<file path="src/rtl/mem_arb_pkg.sv">
// Shared types and constants for the memory bus arbiter.
// Configuration macro: MEM_ARB_FIXED_PRIO_EN (fixed-priority arbitration when defined).
package mem_arb_pkg;

  typedef enum logic [1:0] {
    IDLE   = 2'd0,
    ISSUE  = 2'd1,
    ACCESS = 2'd2,
    RESP   = 2'd3
  } state_t;

  localparam logic READ   = 1'b1;
  localparam logic WRITE  = 1'b0;
  localparam int   ADDR_W = 8;
  localparam int   DATA_W = 8;

endpackage

</file>
<file path="src/rtl/mem_bus_arbiter_if.sv">
// Requester and memory-side signals of the arbiter, bundled in one interface.
// master: the arbiter's view; slave: the requesters/memory environment.
interface mem_bus_arbiter_if #(
  parameter int NREQ   = 2,
  parameter int ADDR_W = 8,
  parameter int DATA_W = 8
);
  logic [NREQ-1:0]        req;
  logic [NREQ-1:0]        req_rw;
  logic [NREQ*ADDR_W-1:0] req_addr;
  logic [NREQ*DATA_W-1:0] req_wdata;
  logic [NREQ-1:0]        ack;
  logic [DATA_W-1:0]      rdata;
  logic [NREQ-1:0]        grant;
  logic                   busy;
  logic                   mem_start;
  logic                   mem_rw;
  logic [ADDR_W-1:0]      mem_addr;
  logic [DATA_W-1:0]      mem_wdata;
  logic                   mem_wdata_oe;
  logic [DATA_W-1:0]      mem_rdata;

  modport master (
    input  req, req_rw, req_addr, req_wdata, mem_rdata,
    output ack, rdata, grant, busy, mem_start, mem_rw, mem_addr, mem_wdata, mem_wdata_oe
  );

  modport slave (
    output req, req_rw, req_addr, req_wdata, mem_rdata,
    input  ack, rdata, grant, busy, mem_start, mem_rw, mem_addr, mem_wdata, mem_wdata_oe
  );
endinterface

</file>
<file path="src/rtl/mem_rr_pick.sv">
// Combinational winner selection for the arbiter.
// Default: round-robin starting at ptr, also returns the pointer for the next grant.
// MEM_ARB_FIXED_PRIO_EN defined: lowest set index wins, no pointer ports.
module mem_rr_pick #(
  parameter int NREQ = 2
`ifndef MEM_ARB_FIXED_PRIO_EN
  , localparam int PTR_W = $clog2(NREQ)
`endif
) (
  input  logic [NREQ-1:0]  req,
  output logic [NREQ-1:0]  win
`ifndef MEM_ARB_FIXED_PRIO_EN
  , input  logic [PTR_W-1:0] ptr
  , output logic [PTR_W-1:0] next_ptr
`endif
);

`ifdef MEM_ARB_FIXED_PRIO_EN
  // Isolate the lowest set request bit.
  assign win = req & (~req + NREQ'(1));
`else
  logic [NREQ-1:0]  mask;
  logic [NREQ-1:0]  upper;
  logic [NREQ-1:0]  pool;
  logic [PTR_W-1:0] idx_acc [NREQ+1];

  // Requests at or above the pointer get first chance; wrap to the bottom otherwise.
  for (genvar gi = 0; gi < NREQ; gi++) begin : g_mask
    assign mask[gi] = (PTR_W'(gi) >= ptr);
  end

  assign upper = req & mask;
  assign pool  = (|upper) ? upper : req;
  assign win   = pool & (~pool + NREQ'(1));

  // Encode the one-hot winner so the pointer can move just past it.
  assign idx_acc[0] = '0;
  for (genvar gi = 0; gi < NREQ; gi++) begin : g_enc
    assign idx_acc[gi+1] = idx_acc[gi] | (win[gi] ? PTR_W'(gi) : '0);
  end

  assign next_ptr = (idx_acc[NREQ] == PTR_W'(NREQ - 1)) ? '0 : idx_acc[NREQ] + PTR_W'(1);
`endif

endmodule

</file>
<file path="src/rtl/mem_bus_arbiter.sv">
// Shares one 8-bit memory between NREQ requesters: IDLE -> ISSUE -> ACCESS -> RESP.
// Write data is driven onto the bus only in a write's ISSUE/ACCESS cycles.
// Configuration macro: MEM_ARB_FIXED_PRIO_EN selects fixed priority (no pointer register).
module mem_bus_arbiter
  import mem_arb_pkg::*;
#(
  parameter int NREQ   = 2,
  parameter int ADDR_W = mem_arb_pkg::ADDR_W,
  parameter int DATA_W = mem_arb_pkg::DATA_W
) (
  input logic               CLK,
  input logic               RST,
  mem_bus_arbiter_if.master bus
);

  state_t              state;
  logic [NREQ-1:0]     win;
  logic [NREQ-1:0]     ack_reg;
  logic [NREQ-1:0]     grant_reg;
  logic                busy_reg;
  logic                start_reg;
  logic                rw_reg;
  logic                oe_reg;
  logic [ADDR_W-1:0]   addr_reg;
  logic [DATA_W-1:0]   wdata_reg;
  logic [DATA_W-1:0]   rdata_reg;

  logic                sel_rw;
  logic [ADDR_W-1:0]   addr_acc  [NREQ+1];
  logic [DATA_W-1:0]   wdata_acc [NREQ+1];

`ifdef MEM_ARB_FIXED_PRIO_EN
  mem_rr_pick #(.NREQ(NREQ)) u_pick (
    .req (bus.req),
    .win (win)
  );
`else
  localparam int PTR_W = $clog2(NREQ);
  logic [PTR_W-1:0] ptr_reg;
  logic [PTR_W-1:0] next_ptr;

  mem_rr_pick #(.NREQ(NREQ)) u_pick (
    .req      (bus.req),
    .win      (win),
    .ptr      (ptr_reg),
    .next_ptr (next_ptr)
  );
`endif

  // Route the winner's command fields through a one-hot AND-OR mux.
  assign sel_rw       = |(win & bus.req_rw);
  assign addr_acc[0]  = '0;
  assign wdata_acc[0] = '0;
  for (genvar gi = 0; gi < NREQ; gi++) begin : g_sel
    assign addr_acc[gi+1]  = addr_acc[gi]  | (win[gi] ? bus.req_addr[gi*ADDR_W +: ADDR_W]  : '0);
    assign wdata_acc[gi+1] = wdata_acc[gi] | (win[gi] ? bus.req_wdata[gi*DATA_W +: DATA_W] : '0);
  end

  // Transaction FSM; every output is a register so the bus control is glitch-free.
  always_ff @(posedge CLK or negedge RST) begin
    if (!RST) begin
      state     <= IDLE;
      ack_reg   <= '0;
      grant_reg <= '0;
      busy_reg  <= 1'b0;
      start_reg <= 1'b0;
      rw_reg    <= READ;
      oe_reg    <= 1'b0;
      addr_reg  <= '0;
      wdata_reg <= '0;
      rdata_reg <= '0;
`ifndef MEM_ARB_FIXED_PRIO_EN
      ptr_reg   <= '0;
`endif
    end else begin
      case (state)
        IDLE: begin
          if (|bus.req) begin
            grant_reg <= win;
            busy_reg  <= 1'b1;
            start_reg <= 1'b1;
            rw_reg    <= sel_rw;
            addr_reg  <= addr_acc[NREQ];
            // Write data is only presented while the bus is driven.
            oe_reg    <= (sel_rw == WRITE);
            wdata_reg <= (sel_rw == WRITE) ? wdata_acc[NREQ] : '0;
`ifndef MEM_ARB_FIXED_PRIO_EN
            ptr_reg   <= next_ptr;
`endif
            state     <= ISSUE;
          end
        end
        ISSUE: begin
          start_reg <= 1'b0;
          state     <= ACCESS;
        end
        ACCESS: begin
          if (rw_reg == READ) begin
            rdata_reg <= bus.mem_rdata;
          end
          oe_reg    <= 1'b0;
          wdata_reg <= '0;
          ack_reg   <= grant_reg;
          state     <= RESP;
        end
        RESP: begin
          ack_reg   <= '0;
          grant_reg <= '0;
          busy_reg  <= 1'b0;
          state     <= IDLE;
        end
        default: state <= IDLE;
      endcase
    end
  end

  assign bus.ack          = ack_reg;
  assign bus.rdata        = rdata_reg;
  assign bus.grant        = grant_reg;
  assign bus.busy         = busy_reg;
  assign bus.mem_start    = start_reg;
  assign bus.mem_rw       = rw_reg;
  assign bus.mem_addr     = addr_reg;
  assign bus.mem_wdata    = wdata_reg;
  assign bus.mem_wdata_oe = oe_reg;

endmodule

</file>
<file path="src/flat_wrapper.sv">
// flat-port wrapper written by rule: the top's interface ports become plain ports
module mem_bus_arbiter_flat import mem_arb_pkg::*;
#(
  parameter int NREQ   = 2,
  parameter int ADDR_W = mem_arb_pkg::ADDR_W,
  parameter int DATA_W = mem_arb_pkg::DATA_W
)
  (CLK, RST, bus_req, bus_req_rw, bus_req_addr, bus_req_wdata, bus_mem_rdata, bus_ack, bus_rdata, bus_grant, bus_busy, bus_mem_start, bus_mem_rw, bus_mem_addr, bus_mem_wdata, bus_mem_wdata_oe);
  mem_bus_arbiter_if #(.NREQ(NREQ), .ADDR_W(ADDR_W), .DATA_W(DATA_W)) bus_i ();
  input logic CLK;
  input logic RST;
  input wire logic [$bits(bus_i.req)-1:0] bus_req;
  input wire logic [$bits(bus_i.req_rw)-1:0] bus_req_rw;
  input wire logic [$bits(bus_i.req_addr)-1:0] bus_req_addr;
  input wire logic [$bits(bus_i.req_wdata)-1:0] bus_req_wdata;
  input wire logic [$bits(bus_i.mem_rdata)-1:0] bus_mem_rdata;
  output wire logic [$bits(bus_i.ack)-1:0] bus_ack;
  output wire logic [$bits(bus_i.rdata)-1:0] bus_rdata;
  output wire logic [$bits(bus_i.grant)-1:0] bus_grant;
  output wire logic [$bits(bus_i.busy)-1:0] bus_busy;
  output wire logic [$bits(bus_i.mem_start)-1:0] bus_mem_start;
  output wire logic [$bits(bus_i.mem_rw)-1:0] bus_mem_rw;
  output wire logic [$bits(bus_i.mem_addr)-1:0] bus_mem_addr;
  output wire logic [$bits(bus_i.mem_wdata)-1:0] bus_mem_wdata;
  output wire logic [$bits(bus_i.mem_wdata_oe)-1:0] bus_mem_wdata_oe;
  assign bus_i.req = bus_req;
  assign bus_i.req_rw = bus_req_rw;
  assign bus_i.req_addr = bus_req_addr;
  assign bus_i.req_wdata = bus_req_wdata;
  assign bus_i.mem_rdata = bus_mem_rdata;
  assign bus_ack = bus_i.ack;
  assign bus_rdata = bus_i.rdata;
  assign bus_grant = bus_i.grant;
  assign bus_busy = bus_i.busy;
  assign bus_mem_start = bus_i.mem_start;
  assign bus_mem_rw = bus_i.mem_rw;
  assign bus_mem_addr = bus_i.mem_addr;
  assign bus_mem_wdata = bus_i.mem_wdata;
  assign bus_mem_wdata_oe = bus_i.mem_wdata_oe;
  mem_bus_arbiter #(.NREQ(NREQ), .ADDR_W(ADDR_W), .DATA_W(DATA_W)) u_core (.CLK(CLK), .RST(RST), .bus(bus_i));
endmodule
</file>
<file path="config.mk">
export PLATFORM = sky130hd
export DESIGN_NAME = mem_bus_arbiter_flat
export DESIGN_NICKNAME = d
export VERILOG_FILES = /design/src/rtl/mem_arb_pkg.sv /design/src/rtl/mem_bus_arbiter_if.sv /design/src/rtl/mem_rr_pick.sv /design/src/rtl/mem_bus_arbiter.sv /design/src/flat_wrapper.sv
export SDC_FILE = /design/constraint.sdc
export NUM_CORES = 1
export LEC_CHECK = 0
export BUFFER_PORTS_ARGS = -buffer_cell sky130_fd_sc_hd__buf_4
export CAP_MARGIN = 20
export CORE_ASPECT_RATIO = 0.6
export CORE_MARGIN = 2
export CORE_UTILIZATION = 25
export DETAILED_ROUTE_END_ITERATION = 8
export GPL_ROUTABILITY_DRIVEN = 0
export PLACE_DENSITY_LB_ADDON = 0.15
export SLEW_MARGIN = 20
export SYNTH_ARGS = -nofsm -noshare
export SYNTH_HDL_FRONTEND = slang
export SYNTH_SLANG_ARGS = --single-unit
</file>
<file path="constraint.sdc">
create_clock -name CLK -period 2.35 [get_ports CLK]
set_clock_uncertainty 0.1 [all_clocks]
set_input_delay 0 -clock CLK [delete_from_list [all_inputs] [get_ports CLK]]
set_output_delay 0 -clock CLK [all_outputs]
set_load 0.01 [all_outputs]
</file>
[Word-level counts from Yosys, hierarchy flattened]
Index checks and enable logic that the tools add are counted.
W data, S select, Z words.
Operators by class
  $add $sub $neg: 2
  $lt $le $gt $ge: 2
  equality and inequality tests: 4
  multiplexer cells: 20
  bitwise gates (word level): 7
  reduce and logical (&&, ||, !) cells: 13
Operator list (number)
  $mux W8: 6
  $or A8 B8 Y8: 2
  $pmux W8 S2: 1
  $reduce_and A2 Y1: 5
  $pmux W2 S2: 2
  $pmux W2 S4: 1
  $reduce_bool A2 Y1: 4
  $and A2 B2 Y2: 3
  $mux W2: 3
  $pmux W1 S2: 3
  $reduce_or A2 Y1: 3
  $eq A2 B2 Y1 const B: 2
  $mux W1: 4
  $add A2 B1 Y2 const B: 1
  $eq A2 B1 Y1 const B: 1
  $ge A1 B1 Y1 const A: 2
  $logic_not A2 Y1: 1
  $ne A2 B1 Y1 const B: 1
  $not A2 Y2: 1
  $add A1 B1 Y1 const B: 1
  $not A1 Y1: 1
Storage, ports and cells
  register bits: 35
  input port bits: 46
  output and inout bits: 32
  logic and storage cells: 59

[Longest topological paths before layout]
  depth after elaboration: 12
  gate-level depth with buffers: 8
  mapped depth without buffers: 6

[Cells and area by module]
A second synthesis with hierarchy kept.
Second synthesis, totals
  cell total of the unflattened synthesis: 136
  area total of the unflattened synthesis: 1574.0 µm²
By module, submodules not included
  mem_bus_arbiter: instances 1, cells an instance 132, area each 1552.7 µm², seq. area each 877.1 µm²
  mem_rr_pick: instances 1, cells an instance 4, area each 21.3 µm², seq. area each 0.0 µm²

[Least setup slack after synthesis]
OpenSTA, ideal clock, no wires.
  path type: reg-to-reg
  start: reg u_core.state[0]
  end: reg u_core.oe_reg (netlist: u_core.bus.mem_wdata_oe)
  library setup time: 0.065 ns
  arrival time: 1.637 ns
  required time: 2.185 ns
  path slack: 0.548 ns
  stages on the path, launching flop included: 9
  path buffers: 2
  clock period less this slack: 1.802 ns
  cell sequence: dfrtp_1 inv_1 ha_1 buf_2 o21ai_1 or2_0 a221o_1 buf_4 a21bo_1
Between the ends
  longest elaborated chain between the ends: 3
  elaborated cells between the ends (all ways): 6
  classes of those cells: eq/ne: 2; mux: 1; reduce/logical: 3
RTL lines
  start: declaration: line mem_bus_arbiter.sv:16  | state_t state;
  start signal: assignment: line mem_bus_arbiter.sv:62  | state <= IDLE;
  start signal: assignment: line mem_bus_arbiter.sv:90  | state <= ISSUE;
  start signal: assignment: line mem_bus_arbiter.sv:95  | state <= ACCESS;
  $logic_not A2 Y1 or $eq A2 B2 Y1 (tied branches): line mem_bus_arbiter.sv:76  | case (state)
  $ne A2 B1 Y1 (no source line) or $reduce_bool A2 Y1 (tied branches)
  $reduce_and A2 Y1 (no source line)
  end signal: assignment: line mem_bus_arbiter.sv:85  | oe_reg <= (sel_rw == WRITE);
  end: declaration: line mem_bus_arbiter.sv:23  | logic oe_reg;
Parallel ways exist; a longest one is shown, timed or not.
A chain may end at the register's enable or synchronous reset.

[Worst setup path after layout]
  start: reg u_core.state[1]
  end: reg u_core.oe_reg (netlist: u_core.bus.mem_wdata_oe)
The elaborated chain is that of the path after synthesis.

==> qor.txt <==
core box area - 6170 sq um
met3 Usage GRT - 3.94%
worst path cell trace - inv_1 > ha_1 > o21ai_1 > or2_0 > a221o_1 > a21bo_1
Yosys top cell by area - dfrtp_1
Antenna diodes - 0
CTS Buf Count - 5
Setup crit start kind - flop
Post-Route WL - 4640 um
Crit Path Class - reg2reg
GRT met1 Usage - 19.2%
drt first pass iters - 7
Min Clock Period, post-route - 1.98 ns
share of cells above drive strength 1 - 38.1%
Syn Area/Cell - 11.1 sq um
WL/cell - 13.3 um
Detail Route Antenna Nets - 0
Max Cap Viol - 0
RSZ-0062 raised after global routing - false
Slew Limit Fails - 0
vias after detailed routing - 1505
Final Core Density - 45.2%
Chip Width - 107 um
antenna violations before repair - 0
upper clock frequency limit - 504 MHz
total die area - 7090 sq um
clk_lat worst skew - 0.28 ns
Critical Path RT - 2.47 ns
largest net degree at the start of global routing - 36
Pwr Density - 1030 nW/um^2
Synth top area share - 53.0%
clock sink count - 35
nets - 315
status - complete, no violations
Slew HR - 53.2%
total number of H-tree levels - 2
vias in the first global route - 1513
CP delay by family, top - compound AO/OA/AOI/OAI gates
sequential-to-total area share from yosys stat - 54.7%
gr ovfl total - 0
final setup violation count - 0
synthesized cell area - 1600 sq um
# port buffers - 77
Fin Setup TNS - 0 ns
actual slew at the worst max-slew pin - 0.698 ns
routed vias/inst - 4.31
Final Cycle Share - 84.4%
CTS clock-pin slew for the worst setup and hold paths - 0.07 ns
Tot GR Track Use - 13.9%
drt initial violations - 50
WP buf/inv - 1
M2 GR Usage - 21.1%
area grow syn2layout - 73.7%
Clock Root Buffer - clkbuf_8
synth warn - 0
Die Y - 66.0 um
#FFs+latches synth - 35
Ports - 78
DRC - 0
Max FO, Critical Path - 9
Post-Syn Instances - 144
synth top area cells - dfrtp_1 53%, mux2_2 5.6%, o2bb2ai_1 5.5%
HP Class - in2reg
CTS tree - built
Final Hold Fails - 0
Top Usage Layer GRT - met2
critical path arrival - 2.11 ns
first-pass GRT wire length - 7530 um
Initial Utilization - 26.0%
slowest cell on the critical path - dfrtp_1
leakage - 1.33 nW
CTS max path bufs - 2
Final HPWL DP - 3060 um
kind of end point of the critical path - flop
Peak VDD IR - 540 uV
Cell variety after synth - 26
Crit path largest cell delay - 0.40 ns
num rows - 22
Net Count, Synth - 195
-- placed cells by master (no fill, tap or decap), types with 3 or more instances in the layout --
cell type	netlist	layout
mux2i_1	4	4
mux2_2	8	8
buf_4	1	80
clkbuf_8	0	7
a21oi_1	9	9
nor2_1	4	4
inv_1	3	3
o21ai_0	4	4
nand2_1	14	14
dfrtp_1	34	34
and3_1	8	8
dlygate4sd3_1	0	41
a22oi_1	9	9
ha_1	5	5
o2bb2ai_1	10	10
o21ai_1	12	12
-- power by group --
part	switching, W	internal [W]	leakage, nW
Clock	0.000214	0.000267	0.0505
Sequential	0.000157	0.000871	0.441
Combinational	0.000637	0.000718	0.840
-- kinds of logic (layout without fill, tap and decap cells) --
family          after synthesis  count (layout)  synth area share, %
compound gates               51              51                 21.7
fa+ha+maj                     5               5                 3.90
buf+inv                      12             133                 3.28
flops                        35              35                 54.7
mux                          12              12                 8.11
simple gates                 29              29                 8.35
-- final timing paths --
path | start | end | slack (ns) | depth (start not counted)
worst min register to register | u_core.bus.mem_rw | u_core.bus.mem_rw | 0.38 | 2
worst max-delay path | u_core.state[1] | u_core.bus.mem_wdata_oe | 0.37 | 6
min in group asynchronous | RST | u_core.bus.mem_addr[3] | 0.11 | 2
worst min-delay path | bus_req_addr[12] | u_core.bus.mem_addr[4] | 0.02 | 4
max in group asynchronous | RST | u_core.bus.mem_rw | 1.69 | 2
worst max register to register | u_core.state[1] | u_core.bus.mem_wdata_oe | 0.37 | 6
-- cells in the mapped netlist --
| cell | number |
|---|---|
| dfrtp_1 | 34 |
| nand2_1 | 14 |
| o21ai_1 | 12 |
| o2bb2ai_1 | 10 |
| a21oi_1 | 9 |
| a22oi_1 | 9 |
| and3_1 | 8 |
| mux2_2 | 8 |
| ha_1 | 5 |
| clkbuf_1 | 4 |
| mux2i_1 | 4 |
| nor2_1 | 4 |
| o21ai_0 | 4 |
| buf_2 | 3 |
| inv_1 | 3 |
| a21boi_2 | 2 |
| nand3_1 | 2 |
| a21bo_1 | 1 |
| a21bo_2 | 1 |
| a221o_1 | 1 |
| a22o_1 | 1 |
| a31oi_1 | 1 |
| buf_4 | 1 |
| dfstp_2 | 1 |
| inv_2 | 1 |
| or2_0 | 1 |
-- final cells by class --
type,instances,area [sq um]
inverter,4,15.0
tap,84,105
multi-input combinational,97,674
clock buffer,7,96.3
timing repair buffer,121,1010
clock inverter,1,7.51
fill,606,3380
sequential,35,877
-- stage by stage --
| stage | std cells | hold slack [ns] | power, W | worst slack (ns) | cell area, sq um |
|---|---|---|---|---|---|
| 2_1_floorplan | 144 | -0.396 | 0.00171 | 0.548 | 1600 |
| 4_1_cts | 349 | 0.00371 | 0.00291 | 0.358 | 2790 |
| 3_5_place_dp | 300 | -0.112 | 0.00231 | 0.362 | 2270 |
| 6_report | 349 | 0.0167 | 0.00286 | 0.367 | 2790 |
| 5_1_grt | 349 | 0.0114 | 0.00311 | 0.180 | 2790 |
| 3_3_place_gp | 300 | -0.106 | 0.00231 | 0.401 | 2270 |
-- repair_timing --
action | in CTS | in global routing
hold endpoints to repair | 62 | 0
resized for setup | 0 | 0
hold buffers | 41 | 0
setup buffers | 0 | 0
-- metal layers --
layer / vias to the layer above / wire length, um
li1: 765 / -
met4: 0 / 16
met3: 2 / 206
met5: - / 0
met2: 36 / 1990
met1: 702 / 2430
-- worst reg2reg max path, cell delays in order (launching register included) --
cell	delay, ns
dfrtp_1	0.40
inv_1	0.12
ha_1	0.35
o21ai_1	0.13
or2_0	0.21
a221o_1	0.39
a21bo_1	0.23
(Power assumes the default switching activity.)
